[config.mk]
export PLATFORM = sky130hd
export DESIGN_NAME = pc_stack_unit
export DESIGN_NICKNAME = d
export VERILOG_FILES = /design/src/rtl/pc_stack_unit.sv
export SDC_FILE = /design/constraint.sdc
export NUM_CORES = 1
export LEC_CHECK = 0
export ABC_CLOCK_PERIOD_IN_PS = 2300
export CAP_MARGIN = 0
export CORE_ASPECT_RATIO = 1.25
export CORE_MARGIN = 2
export CORE_UTILIZATION = 47
export CTS_CLUSTER_DIAMETER = 30
export DETAILED_ROUTE_END_ITERATION = 8
export GPL_ROUTABILITY_DRIVEN = 0
export GPL_TIMING_DRIVEN = 0
export PLACE_DENSITY = 0.8
export SKIP_CTS_REPAIR_TIMING = 1
export SLEW_MARGIN = 25
export SYNTH_ARGS = -nofsm -noshare
export SYNTH_HDL_FRONTEND = slang
export SYNTH_SLANG_ARGS = --single-unit
[constraint.sdc]
create_clock -name clk -period 2.3 [get_ports clk]
set_input_delay 0.46 -clock clk [delete_from_list [all_inputs] [get_ports clk]]
set_output_delay 0.46 -clock clk [all_outputs]
set_load 0.01 [all_outputs]
[src/rtl/pc_stack_unit.sv]
// ---------------------------------------------------------------------------
// pc_stack_unit
//
// Program-counter unit for the microcoded CPU datapath. Holds the PC and
// updates it once per rising clock edge from the 32-bit microcode control
// word. The supported operations are increment, absolute load, PC-relative
// branch, and call/return through an internal return-address stack. The unit
// also provides registered copies of the PC for the MBR and the MAR.
//
// Parameters
//   ADDR_W       PC / address width in bits                (default 8)
//   STACK_DEPTH  return-address stack entries, >= 2        (default 4)
//   INC_STEP     increment amount, also the return offset  (default 1)
//
// Ports
//   clk             in   1       system clock, rising edge
//   rst             in   1       asynchronous reset, active low
//   control_signal  in   32      microcode control word
//                                  [1]  PC->MBR      [2]  PC->MAR
//                                  [3]  MBR->PC      [20] increment
//                                  [21] branch       [22] call
//                                  [23] return       (other bits ignored)
//   data_from_mbr   in   ADDR_W  load / call target, or signed branch offset
//   data_to_mbr     out  ADDR_W  PC copy for the MBR (registered)
//   data_to_mar     out  ADDR_W  PC copy for the MAR (registered)
//   pc_out          out  ADDR_W  current PC
//   stack_full      out  1       stack holds STACK_DEPTH entries
//   stack_empty     out  1       stack holds no entries
//   stack_err       out  1       sticky overflow/underflow/conflict flag
//
// Configuration macro
//   PC_STACK_WRAP_EN
//     defined   - a call on a full stack overwrites the oldest entry
//                 (circular). The stack depth stays at STACK_DEPTH, the PC
//                 jumps as usual, and stack_err is unaffected.
//     undefined - a call on a full stack is rejected. The PC and the stack
//                 hold, and stack_err is set.
// ---------------------------------------------------------------------------
module pc_stack_unit #(
  parameter int ADDR_W      = 8,
  parameter int STACK_DEPTH = 4,
  parameter int INC_STEP    = 1
) (
  input  logic              clk,
  input  logic              rst,
  input  logic [31:0]       control_signal,
  input  logic [ADDR_W-1:0] data_from_mbr,
  output logic [ADDR_W-1:0] data_to_mbr,
  output logic [ADDR_W-1:0] data_to_mar,
  output logic [ADDR_W-1:0] pc_out,
  output logic              stack_full,
  output logic              stack_empty,
  output logic              stack_err
);

  // -------------------------------------------------------------------------
  // Widths and constants
  // -------------------------------------------------------------------------
  // The stack depth counter must be able to hold the value STACK_DEPTH, so it
  // needs one more state than the entry pointer.
  localparam int SP_W  = $clog2(STACK_DEPTH + 1);
  localparam int PTR_W = $clog2(STACK_DEPTH);

  localparam logic [SP_W-1:0]   SP_ZERO  = '0;
  localparam logic [SP_W-1:0]   SP_ONE   = SP_W'(1);
  localparam logic [SP_W-1:0]   SP_MAX   = SP_W'(STACK_DEPTH);
  localparam logic [PTR_W-1:0]  PTR_ZERO = '0;
  localparam logic [PTR_W-1:0]  PTR_ONE  = PTR_W'(1);
  localparam logic [PTR_W-1:0]  PTR_LAST = PTR_W'(STACK_DEPTH - 1);
  localparam logic [ADDR_W-1:0] STEP     = ADDR_W'(INC_STEP);

  // Control word bit positions.
  localparam int BIT_TO_MBR = 1;
  localparam int BIT_TO_MAR = 2;
  localparam int BIT_LOAD   = 3;
  localparam int BIT_INC    = 20;
  localparam int BIT_BRANCH = 21;
  localparam int BIT_CALL   = 22;
  localparam int BIT_RET    = 23;

  // Decoded PC operation for this edge. The error cases get their own codes
  // so that the next-state logic becomes a flat case statement.
  localparam logic [3:0] OP_HOLD      = 4'd0;
  localparam logic [3:0] OP_INC       = 4'd1;
  localparam logic [3:0] OP_BRANCH    = 4'd2;
  localparam logic [3:0] OP_LOAD      = 4'd3;
  localparam logic [3:0] OP_CALL      = 4'd4;
  localparam logic [3:0] OP_CALL_FULL = 4'd5;
  localparam logic [3:0] OP_RET       = 4'd6;
  localparam logic [3:0] OP_RET_EMPTY = 4'd7;
  localparam logic [3:0] OP_CONFLICT  = 4'd8;

  // -------------------------------------------------------------------------
  // State
  // -------------------------------------------------------------------------
  logic [ADDR_W-1:0] pc;
  logic [SP_W-1:0]   sp;        // number of valid entries, 0..STACK_DEPTH
  logic [PTR_W-1:0]  wr_ptr;    // next slot to write; oldest slot when full
  logic [ADDR_W-1:0] stack_mem [STACK_DEPTH];

  // -------------------------------------------------------------------------
  // Control decode
  // -------------------------------------------------------------------------
  logic do_to_mbr;
  logic do_to_mar;
  logic do_load;
  logic do_inc;
  logic do_branch;
  logic do_call;
  logic do_ret;

  assign do_to_mbr = control_signal[BIT_TO_MBR];
  assign do_to_mar = control_signal[BIT_TO_MAR];
  assign do_load   = control_signal[BIT_LOAD];
  assign do_inc    = control_signal[BIT_INC];
  assign do_branch = control_signal[BIT_BRANCH];
  assign do_call   = control_signal[BIT_CALL];
  assign do_ret    = control_signal[BIT_RET];

  // The remaining control bits belong to other datapath blocks.
  logic unused_ctrl_bits;
  assign unused_ctrl_bits = ^{control_signal[31:24], control_signal[19:4],
                              control_signal[0]};

  // -------------------------------------------------------------------------
  // Stack flags and pointer arithmetic
  // -------------------------------------------------------------------------
  assign stack_empty = (sp == SP_ZERO);
  assign stack_full  = (sp == SP_MAX);

  // The pointers wrap explicitly so that STACK_DEPTH does not have to be a
  // power of two.
  logic [PTR_W-1:0] top_ptr;
  logic [PTR_W-1:0] ptr_inc;

  assign top_ptr = (wr_ptr == PTR_ZERO) ? PTR_LAST : (wr_ptr - PTR_ONE);
  assign ptr_inc = (wr_ptr == PTR_LAST) ? PTR_ZERO : (wr_ptr + PTR_ONE);

  logic [ADDR_W-1:0] ret_addr;
  logic [ADDR_W-1:0] stack_top;

  assign ret_addr  = pc + STEP;
  assign stack_top = stack_mem[top_ptr];

  // -------------------------------------------------------------------------
  // Priority decode: return > call > load > branch > increment
  // -------------------------------------------------------------------------
  logic [3:0] op;

  always_comb begin
    // NOTE: every signal written in a combinational block gets a default
    // first. Without the default, a missed branch infers a latch.
    op = OP_HOLD;
    if (do_ret && do_call) begin
      op = OP_CONFLICT;
    end else if (do_ret) begin
      op = stack_empty ? OP_RET_EMPTY : OP_RET;
    end else if (do_call) begin
`ifdef PC_STACK_WRAP_EN
      op = OP_CALL;
`else
      op = stack_full ? OP_CALL_FULL : OP_CALL;
`endif
    end else if (do_load) begin
      op = OP_LOAD;
    end else if (do_branch) begin
      op = OP_BRANCH;
    end else if (do_inc) begin
      op = OP_INC;
    end
  end

  // -------------------------------------------------------------------------
  // Next-state logic
  // -------------------------------------------------------------------------
  logic [ADDR_W-1:0] pc_next;
  logic [SP_W-1:0]   sp_next;
  logic [PTR_W-1:0]  wr_ptr_next;
  logic              push_en;
  logic              err_set;

  always_comb begin
    pc_next     = pc;
    sp_next     = sp;
    wr_ptr_next = wr_ptr;
    push_en     = 1'b0;
    err_set     = 1'b0;

    case (op)
      OP_INC: begin
        pc_next = pc + STEP;
      end

      // The offset is as wide as the PC. Adding it modulo 2^ADDR_W therefore
      // gives the same result as adding its sign-extended value.
      OP_BRANCH: begin
        pc_next = pc + data_from_mbr;
      end

      OP_LOAD: begin
        pc_next = data_from_mbr;
      end

      // On a full stack (only reachable with wrap enabled), wr_ptr points at
      // the oldest entry. That entry is overwritten and the depth saturates.
      OP_CALL: begin
        push_en     = 1'b1;
        pc_next     = data_from_mbr;
        wr_ptr_next = ptr_inc;
        if (!stack_full) begin
          sp_next = sp + SP_ONE;
        end
      end

      OP_RET: begin
        pc_next     = stack_top;
        sp_next     = sp - SP_ONE;
        wr_ptr_next = top_ptr;
      end

      OP_CALL_FULL,
      OP_RET_EMPTY,
      OP_CONFLICT: begin
        err_set = 1'b1;
      end

      default: begin
        pc_next = pc;
      end
    endcase
  end

  // -------------------------------------------------------------------------
  // Registers
  // -------------------------------------------------------------------------
  always_ff @(posedge clk or negedge rst) begin
    // NOTE: sequential state uses non-blocking assignments only. Every
    // register then samples the values from before the edge, and the MBR and
    // MAR copies depend on that.
    if (!rst) begin
      pc          <= '0;
      sp          <= '0;
      wr_ptr      <= '0;
      stack_err   <= 1'b0;
      data_to_mbr <= '0;
      data_to_mar <= '0;
    end else begin
      pc     <= pc_next;
      sp     <= sp_next;
      wr_ptr <= wr_ptr_next;
      if (err_set) begin
        stack_err <= 1'b1;
      end
      // The copies take the PC from before this edge's update.
      if (do_to_mbr) begin
        data_to_mbr <= pc;
      end
      if (do_to_mar) begin
        data_to_mar <= pc;
      end
    end
  end

  // NOTE: the stack storage is not reset. An entry is only read after a push
  // has written it (sp guards every read), so clearing it would add reset
  // fan-out without changing behaviour.
  always_ff @(posedge clk) begin
    if (push_en) begin
      stack_mem[wr_ptr] <= ret_addr;
    end
  end

  assign pc_out = pc;

endmodule
Yosys cells after proc, flatten, opt, wreduce, memory -nomap -nowiden
Memories as Yosys holds them, arrays and structs flattened.
Cells that the tools add are included.
- flip-flop bits (word level): 30
- memories kept: 1
- bits in writable memories: 32
- input port bits: 42
- reduce and logical (&&, ||, !) cells: 8
- equality and inequality tests: 11
- mux-type cells: 18
- add/sub/neg operators: 6
- memories (memory ; depth ; bits a word ; read ports ; clocked after memory_dff ; wr ports ; line ; source):
    stack_mem ; 4 ; 8 ; 1 ; 0 ; 1 ; 99 ; logic [ADDR_W-1:0] stack_mem [STACK_DEPTH];
- operators by type and width (cell ; number):
    8-bit one-hot mux with 4 select lines ; 1
    4-bit by 3-bit == test with 1-bit output (second input constant) ; 4
    3-bit 2-to-1 mux ; 3
    8-bit by 1-bit adder with 8-bit output (second input constant) ; 1
    8-bit adder ; 1
    4-bit by 2-bit == test with 1-bit output (second input constant) ; 2
    2-bit 2-to-1 mux ; 4
    1-bit 2-to-1 mux ; 7
    3-bit one-hot mux with 2 select lines ; 1
    4-bit by 1-bit == test with 1-bit output (second input constant) ; 1
    4-bit == test (second input constant) ; 1
    4-bit 2-to-1 mux ; 1
    2-bit one-hot mux with 2 select lines ; 1
    4-bit nonzero test ; 1
    3-bit by 1-bit adder with 3-bit output (second input constant) ; 1
    3-bit == test (second input constant) ; 1
    3-bit logical NOT ; 1
    3-bit OR reduction ; 1
    3-bit by 1-bit subtractor with 3-bit output (second input constant) ; 1
    2-bit by 1-bit adder with 2-bit output (second input constant) ; 1
    2-bit == test (second input constant) ; 1
    2-bit logical NOT ; 1
    2-bit != test (second input constant) ; 1
    2-bit AND reduction ; 1
    other kinds (4) ; 4

Longest topological paths before layout
- word-level depth: 10
- depth in mapped cells: 13
- depth with buffers taken out: 10

Least setup slack after synthesis
OpenSTA, ideal clock, no wires.
- path type: input to register
- start: input control_signal[22]
- end: register sp[2]
- setup time: 80 ps
- stages on the path: 13
- path slack: -186 ps
- arrival time: 2406 ps
- buffers on the path: 3
- cell sequence: buf_4 inv_1 ha_1 buf_6 o21ai_0 nor2_2 buf_2 nand2_1 xnor2_1 ha_1 and3_2 o21ai_0 xnor2_1
- cells in the longest elaborated chain, start to end: 6
- elaborated cells on any way between the ends: 10
- classes of those cells: 3 x eq/ne; 4 x mux; 3 x reduce/logical
- RTL lines (what ; line ; source):
    from (decl) ; 46 ; input logic [31:0] control_signal,
    3-bit 2-to-1 mux ; 158 ; end else if (do_call) begin
    3-bit 2-to-1 mux ; 156 ; end else if (do_ret) begin
    4-bit 2-to-1 mux (*) ; 154 ; if (do_ret && do_call) begin
    4-bit by 3-bit == test with 1-bit output ; 189 ; case (op)
    2-bit != test (no source line) or 2-bit nonzero test (tied branches) ; - ;
    2-bit AND reduction (no source line) ; - ;
    to (signal assigned) ; 249 ; sp <= sp_next;
    to (decl) ; 97 ; logic [SP_W-1:0] sp;
Mark *: on every way between the ends. The rest lies on a longest branch, timed or not.
A chain may end at the register's enable or synchronous reset.

Worst setup path after layout
- start: register sp[1]
- end: register sp[2]
- cells in the longest elaborated chain, start to end: 8
- elaborated cells on any way between the ends: 16
- classes of those cells: 2 x add/sub; 4 x eq/ne; 7 x mux; 3 x reduce/logical
- RTL lines (what ; line ; source):
    3-bit == test ; 129 ; assign stack_full = (sp == SP_MAX);
    1-bit 2-to-1 mux ; 162 ; op = stack_full ? OP_CALL_FULL : OP_CALL;
    3-bit 2-to-1 mux ; 158 ;
    3-bit 2-to-1 mux ; 156 ;
    4-bit 2-to-1 mux ; 154 ;
    4-bit by 3-bit == test with 1-bit output ; 189 ;
    2-bit != test (no source line) or 2-bit nonzero test (tied branches) ; - ;
    2-bit AND reduction (no source line) ; - ;
Parallel ways exist; a longest one is shown, timed or not. The select of a mux whose other input is x is not followed.

==> results.md <==
* Core ar. at 0.007019 mm²
* Vias per cell at 6.045
* Vias in the first global route at between 2000 and 3000
* # clock sinks at 62
* Hold Violations, Final at 0
* Max-cap viol count at 0
* Die area at 0.007984 mm²
* Max-slew violation count at 0
* Post-synth EDFFs at 32
* Crit share post-route at 1.011
* Nets@finish at 408
* Hold slack at roughly 0.15 ns
* PwrDens at around 1300 mW/mm²
* Yosys warns at 0
* #FFs+latches synth at 62
* Most common cell after layout, fill and taps aside: clkdlybuf4s50_1
* RSZ-0062 raised after global routing: true
* Crit Path Max Fanout at 6
* I/O pins at 69
* Final core occ at 0.6235
* N_diodes at 0
* Die W at 80.32 µm
* Num rows at 34
* Tightest Hold Check Type: primary input to async pin
* Post-route cell area at between 0.004 and 0.005 mm²
* TritonCTS clock tree: yes
* Lkg Pwr at between 1.5 and 2 nW
* Failing checks: negative setup slack
* Syn Area/Cell at around 12 µm²
* Drt drc at 0
* Slew headroom at 0.5332
* CP required at between 2 and 3 ns
* Aggregate global routing overflow at 0
* Initial antenna violation count at 0
* Final worst setup slack at -0.02607 ns
* WP data arrival at 2.56 ns
* Layout cell share with drive strength beyond 1 at 0.2958
* Post-Place Cell Area at ~0.004 mm²
* Clock latency on the worst-skew pair at 0.34 ns
* Cells after synthesis at around 280
* Setup-failing EPs final at 2
* Die Y at about 99 µm
* Area leader, netlist: edfxtp_1
* Most used DFF post-synth: edfxtp_1
* Placed insts at just over 400
* Place WS at -0.8077 ns
* Top cells by area, synth: edfxtp_1 28%, dfrtp_1 22%, mux2_2 5.6%, ha_1 5.5%, mux4_2 5.3%
* Most frequent cells in the layout: 36 x clkdlybuf4s50_1, 32 x edfxtp_1, 26 x dfrtp_1, 21 x buf_4, 17 x mux2_2
* Routed WL at between 8000 and 9000 µm
* Register area share after synthesis at 0.5002
* WL/cell at 19.42 µm
* Mapped cell area at 0.003422 mm²
* DRT antenna net count at 0
* Slew at the pin closest to its max-slew limit at 0.7001 ns
* Worst Setup Start Kind: register
* Peak VDD IR at approximately 0.50 mV
* Root Buffer Master: clkbuf_8
* Clock Pin Slew Worst Setup and Hold Paths at approximately 0.07 ns
* Final cell count without fillers at between 400 and 500
* Htree depth at 3
* Asr flop ratio synth at 0.4839
* Final setup TNS at -0.04240 ns
* WS Path Type: register to register
* Vias at between 2000 and 3000
* First-pass GRT wire length at 13150 µm
* Starting density of the core at 0.4875
* Iter 0 DRT Violations at approximately 200
* Area grow syn2layout at 27.90%
* Tmin final at about 2.3 ns
* Clk buf depth at 2
* Share of the synthesized area in the top cell type at 0.2808
* CTS buffer count at 9
* Post-synth cell types at between 60 and 70
* Status: finished, violations left
* Syn nets at between 300 and 400
* Largest net degree at the start of global routing at 31
* Drt first pass iters at 5
* HPWL Detailed at just under 6000 µm
* Crit. End Element: register
* Total power at 5.631 mW
* Max Clk Rate at ~430 MHz
* Post-Route Skew at about 0.013 ns
* Total track usage at 0.2207
* I/O Buffers at 41
flip-flops by register name, summed over array words and instances, names as in the netlist:
| register | flops |
|---|---|
| wr_ptr | 2 |
| stack_err | 1 |
| data_to_mbr | 8 |
| pc_out | 8 |
| sp | 3 |
| data_to_mar | 8 |
| stack_mem | 32 |
cell type report:
class | count | area (µm²)
inverter | 13 | 48.80
tap | 90 | 112.6
clock inverter | 6 | 38.79
multi-input combinational | 191 | 1684
timing repair buffer | 62 | 573.1
sequential | 62 | 1717
buffer | 11 | 75.07
clock buffer | 10 | 127.6
fill | 541 | 2643
critical path: stages (launching register included):
cell	delay, ns
dfrtp_2	0.44
or3b_4	0.44
a221oi_4	0.39
nor2_4	0.09
buf_6	0.14
nand2_2	0.07
xnor2_2	0.12
ha_4	0.16
and3_2	0.18
o21ai_2	0.06
xnor2_1	0.12
power by group:
part	internal (mW)	leakage [nW]	switching (mW)
combinational	1.49	1.04	1.38
sequential	1.65	0.636	0.293
clock	0.386	0.0820	0.432
path summary, 6_finish.rpt:
kind / depth (start not counted) / slack, ns / from / to
setup / recovery: 10 / -0.03 / sp[1] / sp[2]
max in group asynchronous: 1 / 1.65 / rst / pc_out[2]
setup reg to reg: 10 / -0.03 / sp[1] / sp[2]
min in group clk: 1 / 0.48 / stack_err / stack_err
hold / removal: 1 / 0.15 / rst / sp[1]
hold reg to reg: 1 / 0.48 / stack_err / stack_err
cell families after synthesis:
logic type      count (synthesis)  share of synthesized area
compound gates                 68                     0.1495
flops                          62                     0.5002
fa+ha+maj                      16                    0.06069
buf+inv                        25                    0.03218
xor+xnor                       12                    0.03071
simple gates                   68                     0.1123
mux                            27                     0.1144
synth_stat cells, types with 2 or more instances:
master     n
a22oi_1    2
and2_2     3
mux4_2     8
mux2i_1    2
a211o_1    5
or3_1      4
o21a_1     3
xnor2_1    7
nor2b_1    2
nand4_1    2
and3_1     3
edfxtp_1  32
nand3_1    5
a31oi_1    2
o221ai_1   2
dfrtp_1   30
clkbuf_1   6
or2_2      2
o31ai_1    2
a211oi_1   4
inv_1     13
xor2_1     5
a32oi_1    3
and2_1     2
a21o_1     3
nor3_1    10
ha_1      15
mux2_2    17
o31a_1     2
nor2_1    10
nand2_1   13
a21oi_1    9
a311oi_1   2
buf_2      4
o21ai_0   17
metal layers:
layer  track usage  part of all wire
met5             0                 0
met4        0.1343             0.033
met3       0.04446             0.057
met2        0.3551              0.51
met1        0.2715              0.40
Note: power is estimated with default switching activity, not from simulation.
